`src/rtl/pll_lock_reset_seq_if.sv`:
```
// Sequencer-side bundle: raw PLL lock in, downstream reset/status out.
// PLL_LOCK_WATCHDOG_EN adds the pll_reset line back to the PLL.
interface pll_lock_reset_seq_if #(parameter int CNT_W = 8);
  logic             locked_async;
  logic             rst_out_n;
  logic             ready;
  logic [CNT_W-1:0] loss_count;
  logic [1:0]       state_dbg;
`ifdef PLL_LOCK_WATCHDOG_EN
  logic             pll_reset;
  modport master (output locked_async, input rst_out_n, ready, loss_count, state_dbg, pll_reset);
  modport slave  (input locked_async, output rst_out_n, ready, loss_count, state_dbg, pll_reset);
`else
  modport master (output locked_async, input rst_out_n, ready, loss_count, state_dbg);
  modport slave  (input locked_async, output rst_out_n, ready, loss_count, state_dbg);
`endif
endinterface

```
`src/rtl/pll_lock_reset_seq.sv`:
```
// PLL lock qualifier: holds the CLKOUT domain in reset until lock is stable.
// Optional lock watchdog (pll_reset pulse) enabled by PLL_LOCK_WATCHDOG_EN.
module pll_lock_reset_seq #(
  parameter int SYNC_STAGES    = 2,
  parameter int HOLD_CYCLES    = 1024,
  parameter int MIN_RST_CYCLES = 16,
  parameter int CNT_W          = 8
`ifdef PLL_LOCK_WATCHDOG_EN
  , parameter int TIMEOUT_CYCLES = 1048576
`endif
) (
  input logic                 CLK,
  input logic                 RST_N,
  pll_lock_reset_seq_if.slave bus
);

  typedef enum logic [1:0] {
    WAIT_LOCK = 2'd0,
    STABILIZE = 2'd1,
    RUN       = 2'd2,
    LOST      = 2'd3
  } state_t;

  localparam logic [15:0] HOLD_LAST = 16'(HOLD_CYCLES - 1);
  localparam logic [7:0]  MIN_LOAD  = 8'(MIN_RST_CYCLES - 1);

  state_t                 state, state_nxt;
  logic [SYNC_STAGES-1:0] sync_pipe;
  logic                   lock_s;
  logic [15:0]            hold_cnt, hold_nxt;
  logic [7:0]             min_cnt, min_nxt;
  logic [CNT_W-1:0]       loss_cnt, loss_nxt;
  logic                   rst_q, ready_q;

  always_ff @(posedge CLK or negedge RST_N) begin
    if (!RST_N) sync_pipe <= '0;
    else        sync_pipe <= {sync_pipe[SYNC_STAGES-2:0], bus.locked_async};
  end

  assign lock_s = sync_pipe[SYNC_STAGES-1];

  always_ff @(posedge CLK or negedge RST_N) begin
    if (!RST_N) begin
      state    <= WAIT_LOCK;
      hold_cnt <= '0;
      min_cnt  <= MIN_LOAD;
      loss_cnt <= '0;
      rst_q    <= 1'b0;
      ready_q  <= 1'b0;
    end else begin
      state    <= state_nxt;
      hold_cnt <= hold_nxt;
      min_cnt  <= min_nxt;
      loss_cnt <= loss_nxt;
      rst_q    <= (state_nxt == RUN);
      ready_q  <= (state_nxt == RUN);
    end
  end

  always_comb begin
    state_nxt = state;
    hold_nxt  = hold_cnt;
    loss_nxt  = loss_cnt;
    min_nxt   = (min_cnt == 8'd0) ? 8'd0 : min_cnt - 8'd1;
    case (state)
      WAIT_LOCK: begin
        if (lock_s) begin
          state_nxt = STABILIZE;
          hold_nxt  = '0;
        end
      end
      STABILIZE: begin
        if (!lock_s) begin
          state_nxt = WAIT_LOCK;
          hold_nxt  = '0;
          min_nxt   = MIN_LOAD;
        end else if (hold_cnt == HOLD_LAST) begin
          // hold satisfied: park here until the minimum reset width has elapsed
          if (min_cnt == 8'd0) state_nxt = RUN;
        end else begin
          hold_nxt = hold_cnt + 16'd1;
        end
      end
      RUN: begin
        if (!lock_s) begin
          state_nxt = LOST;
          min_nxt   = MIN_LOAD;
          if (loss_cnt != '1) loss_nxt = loss_cnt + 1'b1;
        end
      end
      LOST: begin
        if (min_cnt == 8'd0) begin
          state_nxt = WAIT_LOCK;
          min_nxt   = MIN_LOAD;
        end
      end
      default: state_nxt = WAIT_LOCK;
    endcase
  end

  assign bus.rst_out_n  = rst_q;
  assign bus.ready      = ready_q;
  assign bus.loss_count = loss_cnt;
  assign bus.state_dbg  = state;

`ifdef PLL_LOCK_WATCHDOG_EN
  localparam int         TO_W    = (TIMEOUT_CYCLES > 1) ? $clog2(TIMEOUT_CYCLES) : 1;
  localparam logic [TO_W-1:0] TO_LAST = TO_W'(TIMEOUT_CYCLES - 1);

  logic [TO_W-1:0] to_cnt;
  logic [2:0]      pulse_cnt;
  logic            pll_rst_q;

  // timeout counter is frozen while the 8-cycle pulse is out, then restarts from 0
  always_ff @(posedge CLK or negedge RST_N) begin
    if (!RST_N) begin
      to_cnt    <= '0;
      pulse_cnt <= '0;
      pll_rst_q <= 1'b0;
    end else if (state != WAIT_LOCK) begin
      to_cnt    <= '0;
      pulse_cnt <= '0;
      pll_rst_q <= 1'b0;
    end else if (pll_rst_q) begin
      if (pulse_cnt == 3'd7) begin
        pll_rst_q <= 1'b0;
        pulse_cnt <= '0;
      end else begin
        pulse_cnt <= pulse_cnt + 3'd1;
      end
    end else if (to_cnt == TO_LAST) begin
      pll_rst_q <= 1'b1;
      to_cnt    <= '0;
    end else begin
      to_cnt <= to_cnt + 1'b1;
    end
  end

  assign bus.pll_reset = pll_rst_q;
`endif

endmodule
```
`src/flat_wrapper.sv`:
```
// flat-port wrapper written by rule: the top's interface ports become plain ports
module pll_lock_reset_seq_flat 
#(
  parameter int SYNC_STAGES    = 2,
  parameter int HOLD_CYCLES    = 1024,
  parameter int MIN_RST_CYCLES = 16,
  parameter int CNT_W          = 8

)
  (CLK, RST_N, bus_locked_async, bus_rst_out_n, bus_ready, bus_loss_count, bus_state_dbg);
  pll_lock_reset_seq_if #(.CNT_W(CNT_W)) bus_i ();
  input logic CLK;
  input logic RST_N;
  input wire logic [$bits(bus_i.locked_async)-1:0] bus_locked_async;
  output wire logic [$bits(bus_i.rst_out_n)-1:0] bus_rst_out_n;
  output wire logic [$bits(bus_i.ready)-1:0] bus_ready;
  output wire logic [$bits(bus_i.loss_count)-1:0] bus_loss_count;
  output wire logic [$bits(bus_i.state_dbg)-1:0] bus_state_dbg;
  assign bus_i.locked_async = bus_locked_async;
  assign bus_rst_out_n = bus_i.rst_out_n;
  assign bus_ready = bus_i.ready;
  assign bus_loss_count = bus_i.loss_count;
  assign bus_state_dbg = bus_i.state_dbg;
  pll_lock_reset_seq #(.SYNC_STAGES(SYNC_STAGES), .HOLD_CYCLES(HOLD_CYCLES), .MIN_RST_CYCLES(MIN_RST_CYCLES), .CNT_W(CNT_W)) u_core (.CLK(CLK), .RST_N(RST_N), .bus(bus_i));
endmodule
```
`config.mk`:
```
export PLATFORM = sky130hd
export DESIGN_NAME = pll_lock_reset_seq_flat
export DESIGN_NICKNAME = d
export VERILOG_FILES = /design/src/rtl/pll_lock_reset_seq_if.sv /design/src/rtl/pll_lock_reset_seq.sv /design/src/flat_wrapper.sv
export SDC_FILE = /design/constraint.sdc
export NUM_CORES = 1
export LEC_CHECK = 0
export BUFFER_PORTS_ARGS = -buffer_cell sky130_fd_sc_hd__buf_2
export CORE_UTILIZATION = 40
export CTS_BUF_LIST = sky130_fd_sc_hd__clkbuf_8
export CTS_CLUSTER_SIZE = 24
export DETAILED_ROUTE_END_ITERATION = 10
export PLACE_DENSITY_LB_ADDON = 0.08
export RECOVER_POWER = 25
export SYNTH_ARGS = -nofsm -noshare
export SYNTH_HDL_FRONTEND = slang
export SYNTH_SLANG_ARGS = --single-unit
```
`constraint.sdc`:
```
create_clock -name CLK -period 2.4 [get_ports CLK]
set_input_delay 0.48 -clock CLK [delete_from_list [all_inputs] [get_ports CLK]]
set_output_delay 0.48 -clock CLK [all_outputs]
set_load 0.02 [all_outputs]
```
Word-level counts from Yosys, hierarchy flattened
Cells that the tools add are included.
{"block": "totals", "register_bits": 37, "elab_cells": 39}
{"block": "op_classes", "addsub": 3, "eq_ne": 8, "mux": 15, "n_bitwise": 1, "reduce_logical": 6}
{"op": "two-way mux 16 bit", "count": 3}
{"op": "one-hot mux 16 bit (2 select lines)", "count": 1}
{"op": "two-way mux 8 bit", "count": 3}
{"op": "adder 16 x 1 -> 16 bit, second input constant", "count": 1}
{"op": "equality test 16 x 10 -> 1 bit, second input constant", "count": 1}
{"op": "one-hot mux 8 bit (2 select lines)", "count": 1}
{"op": "two-way mux 2 bit", "count": 6}
{"op": "adder 8 x 1 -> 8 bit, second input constant", "count": 1}
{"op": "logical NOT 8 bit", "count": 1}
{"op": "inequality test 8 bit, second input constant", "count": 1}
{"op": "one-hot mux 2 bit (4 select lines)", "count": 1}
{"op": "subtractor 8 x 1 -> 8 bit, second input constant", "count": 1}
{"op": "equality test 2 bit, second input constant", "count": 3}
{"op": "AND reduction 3 bit", "count": 2}
{"op": "inequality test 3 bit, second input constant", "count": 1}
{"op": "equality test 2 x 1 -> 1 bit, second input constant", "count": 1}
{"op": "logical NOT 2 bit", "count": 1}
{"op": "inequality test 2 x 1 -> 1 bit, second input constant", "count": 1}
{"op": "nonzero test 2 bit", "count": 1}
{"op": "OR reduction 2 bit", "count": 1}
{"op": "inverter 1 bit", "count": 1}

Logic depth before layout (Yosys ltp)
{"block": "logic_depth", "depth_word": 6, "ltp_mapped": 8, "mapped_depth_nobuf": 7}

Worst setup path after synthesis
OpenSTA, ideal clock, no wires.
{"block": "synth_path", "path_kind": "register to register", "start": "reg u_core.state[0] (netlist: u_core.bus.state_dbg[0])", "end": "reg u_core.hold_cnt[15]", "setup_ps": 110, "arrival_ps": 1775, "t_required_ps": 2290, "setup_slack_ps": 515, "stages_incl_launch_ff": 8, "n_path_buf": 1, "synth_period_minus_slack_ps": 1885, "path_cell_list": "dfrtp_1 -> inv_1 -> ha_1 -> clkbuf_1 -> mux2i_1 -> and2_1 -> a31oi_1 -> o41ai_1"}
{"block": "synth_via", "elab_chain_len": 3}
{"item": "start, declared", "line": "pll_lock_reset_seq.sv:27", "text": "state_t state, state_nxt;"}
{"item": "start signal, assigned", "line": "pll_lock_reset_seq.sv:51", "text": "state <= state_nxt;"}
{"item": "equality test 2 x 1 -> 1 bit / logical NOT 2 bit (equally long branches)", "line": "pll_lock_reset_seq.sv:65", "text": "case (state)"}
{"item": "inequality test 3 bit (no source line) (tied with other cells)"}
{"item": "AND reduction 3 bit (no source line)"}
{"item": "end signal, assigned", "line": "pll_lock_reset_seq.sv:52", "text": "hold_cnt <= hold_nxt;"}
{"item": "end, declared", "line": "pll_lock_reset_seq.sv:30", "text": "logic [15:0] hold_cnt, hold_nxt;"}
Parallel ways exist; a longest one is shown, timed or not.
A chain may end at the register's enable or synchronous reset.

Worst setup path after layout
{"block": "layout_path", "start": "reg u_core.state[0] (netlist: u_core.bus.state_dbg[0])", "end": "reg u_core.loss_cnt[6] (netlist: u_core.bus.loss_count[6])"}
{"block": "layout_via", "elab_chain_len": 2}
{"item": "equality test 2 bit", "line": "pll_lock_reset_seq.sv:65"}
{"item": "AND reduction 3 bit (no source line)"}
{"item": "end signal, assigned", "line": "pll_lock_reset_seq.sv:54", "text": "loss_cnt <= loss_nxt;"}
{"item": "end, declared", "line": "pll_lock_reset_seq.sv:32", "text": "logic [CNT_W-1:0] loss_cnt, loss_nxt;"}
Every way passes these cells.

==> impl_metrics.env <==
export IMPL_status="completed"
export IMPL_crit_path_max_fanout=9
export IMPL_syn_nets=238
export IMPL_netlist_top_cell_by_area="dfrtp_1"
export IMPL_dieArea_sq_um=5529
export IMPL_antenna_found_initial=0
export IMPL_worstSkewPairLatency_ns=0.29
export IMPL_synth_simple_area_share_pct=23.24
export IMPL_worst_slew_pin_slew_ns=0.8316
export IMPL_synthCells=227
export IMPL_io_pins=15
export IMPL_synthXorXnorAreaFrac_pct=5.436
export IMPL_whs_ns=0.2906
export IMPL_drv_cap=0
export IMPL_hold_viol_final=0
export IMPL_yosysWarnings=0
export IMPL_postCtsSetupRepairBufs=0
export IMPL_synth_compound_area_share_pct=17.03
export IMPL_fmax_mhz=524.2
export IMPL_ir_drop_v=0.0003652
export IMPL_core_area_sq_um=4880
export IMPL_firstDrtPassIters=4
export IMPL_fillers=472
export IMPL_fin_skew_ns=0.01103
export IMPL_finalSetupViolations=0
export IMPL_layout_nets=253
export IMPL_synth_area_leaders="dfrtp_1, dfstp_2, ha_1"
export IMPL_postSynthAreaPerCell_sq_um=9.227
export IMPL_pwr_density_cell_nw_per_um2=933.0
export IMPL_grt_pass1_vias=1416
export IMPL_ctsResizeCount=0
export IMPL_synth_enable_flop_cells=0
export IMPL_vias=1711
export IMPL_rows=25
export IMPL_synth_cell_types=47
export IMPL_synth_ff_type="dfrtp_1"
export IMPL_cp_required_ns=2.58
export IMPL_gp_congestion=0.7773
export IMPL_numCtsBuffers=5
export IMPL_port_buffers=14
export IMPL_cts_htree_levels=2
export IMPL_final_cells=310
export IMPL_rsz0062_at_grt="false"
export IMPL_cts_hold_buf=0
export IMPL_slew_violations=0
export IMPL_grt_max_degree=38
export IMPL_die_w_microns=74.36
export IMPL_drc_errors=0
export IMPL_ys_ff_latch=37
export IMPL_cp_data_arrival_time_ns=2.09
export IMPL_place_hpwl_mm=2.857
export IMPL_grt_use_total_pct=17.00
export IMPL_grt_pass1_wl_mm=7.127
export IMPL_synth_top_area_share_pct=39.43
export IMPL_seq_area_frac_synth_pct=44.44
export IMPL_startpoint_type="flip-flop"
export IMPL_cts_root_buffer="clkbuf_8"
export IMPL_synth_async_reset_ratio_pct=100.0
export IMPL_slew_headroom_pct=44.56
export IMPL_min_period_over_period_pct=79.48
export IMPL_vias_per_cell=5.519
export IMPL_area_growth_syn_to_layout_pct=12.43
export IMPL_wl_per_cell_microns=13.60
export IMPL_synth_cell_area_sq_um=2095
export IMPL_setup_worst_path_end_class="flip-flop"
export IMPL_drive_gt1_share_pct=16.05
export IMPL_drtAntennaViolNets=0
export IMPL_multi_input_area_sq_um=1101
export IMPL_yosys_top_cells_count="dfrtp_1, nand2_1, nor2_1, a21oi_1, nand3_1"
export IMPL_clock_sink_count=37
export IMPL_fin_tns_setup_ns=0
export IMPL_yosysMostFrequentCell="dfrtp_1"
export IMPL_die_h_microns=74.36
export IMPL_clk_pin_slew_ns=0.08
export IMPL_initial_core_util_pct=42.92
export IMPL_overflow=0
export IMPL_cts_tree="done"
export IMPL_muxShareOfSynthArea_pct=2.091
export IMPL_drt_total_wl_mm=4.216
export IMPL_cts_buffer_depth=2
export IMPL_drt_iter0_drc=102
export IMPL_num_antenna_cells=0
export IMPL_seqCellArea_sq_um=930.9
export IMPL_dp_cells=302
export IMPL_finalCriticalPeriod_ns=1.908
export IMPL_crit_type="reg2reg"
export IMPL_synth_top_family_by_area="simple AND/OR/NAND/NOR gates"
export IMPL_hold_class="in2async"
export IMPL_leakage_nw=1.036
export IMPL_synth_fa_ha_area_share_pct=4.779
-- placed cells by master, fill, tap and decap left out, types with 7 or more instances in the layout --
master / instances
a21oi_1: 15
ha_1: 8
buf_2: 14
nor2_1: 19
o21ai_0: 8
nand3_1: 13
nor3_1: 8
xor2_1: 7
dfrtp_1: 33
nand2_1: 24
-- routing by layer --
metal | part of all wire [%] | GRT usage, % | vias up
li1 | - | - | 860
met1 | 54 | 27.34 | 796
met2 | 40 | 21.72 | 49
met3 | 4.7 | 4.065 | 6
met4 | 1.3 | 5.660 | 0
met5 | 0 | 0 | -
-- cell type report --
class | instances | share of cell area, %
tap | 67 | 3.560
sequential | 37 | 39.53
clock inverter | 2 | 1.594
inverter | 5 | 0.7970
clock buffer | 6 | 3.507
timing repair buffer | 18 | 4.251
multi-input combinational | 175 | 46.76
-- state kept, by name (all words and copies together) (netlist names) --
register / flops
u_core.bus.loss_count: 8
u_core.sync_pipe: 2
u_core.min_cnt: 8
u_core.bus.state_dbg: 2
u_core.hold_cnt: 16
u_core.bus.rst_out_n: 1
-- kinds of logic (layout without fill, tap and decap cells) --
logic type	after synthesis	after routing
buffers and inverters	15	31
XOR/XNOR	13	13
flip-flops	37	37
AND/OR/NAND/NOR	93	93
adder cells (fa/ha/maj)	8	8
AO/OA/AOI/OAI	57	57
multiplexers	4	4
-- final timing paths --
check                                              from                  endpoint  slack, ns  cells past startpoint
min in group CLK                       bus_locked_async       u_core.sync_pipe[0]       0.29                      1
worst min-delay path                              RST_N       u_core.hold_cnt[10]       0.29                      1
worst max-delay path            u_core.bus.state_dbg[0]  u_core.bus.loss_count[6]       0.49                      7
worst min register to register      u_core.sync_pipe[0]       u_core.sync_pipe[1]       0.35                      0
worst max register to register  u_core.bus.state_dbg[0]  u_core.bus.loss_count[6]       0.49                      7
max in group asynchronous                         RST_N      u_core.bus.rst_out_n       1.59                      1
-- stage by stage --
stage | area, sq um | setup WS [ns] | utilization [%] | total power (W)
CTS | 2355 | 0.5113 | 48.26 | 0.002211
finish | 2355 | 0.4924 | 48.26 | 0.002197
global route | 2355 | 0.3356 | 48.26 | 0.002360
global placement | 2235 | 0.5372 | 45.79 | 0.001647
floorplan | 2095 | 0.5152 | - | 0.001432
detailed placement | 2235 | 0.5080 | 45.79 | 0.001637
-- where the power goes --
group | leakage, nW | internal, W | switching (W)
logic | 0.486 | 0.000316 | 0.000454
registers | 0.492 | 0.000745 | 0.000118
clock network | 0.0574 | 0.000338 | 0.000227
-- critical path, stage by stage (launching register included) --
cell	delay [ns]
dfrtp_1	0.50
inv_1	0.14
ha_1	0.29
nor2b_1	0.16
o21ai_1	0.25
nor2_1	0.10
and4_1	0.23
xor2_1	0.13
(Power assumes the default switching activity.)
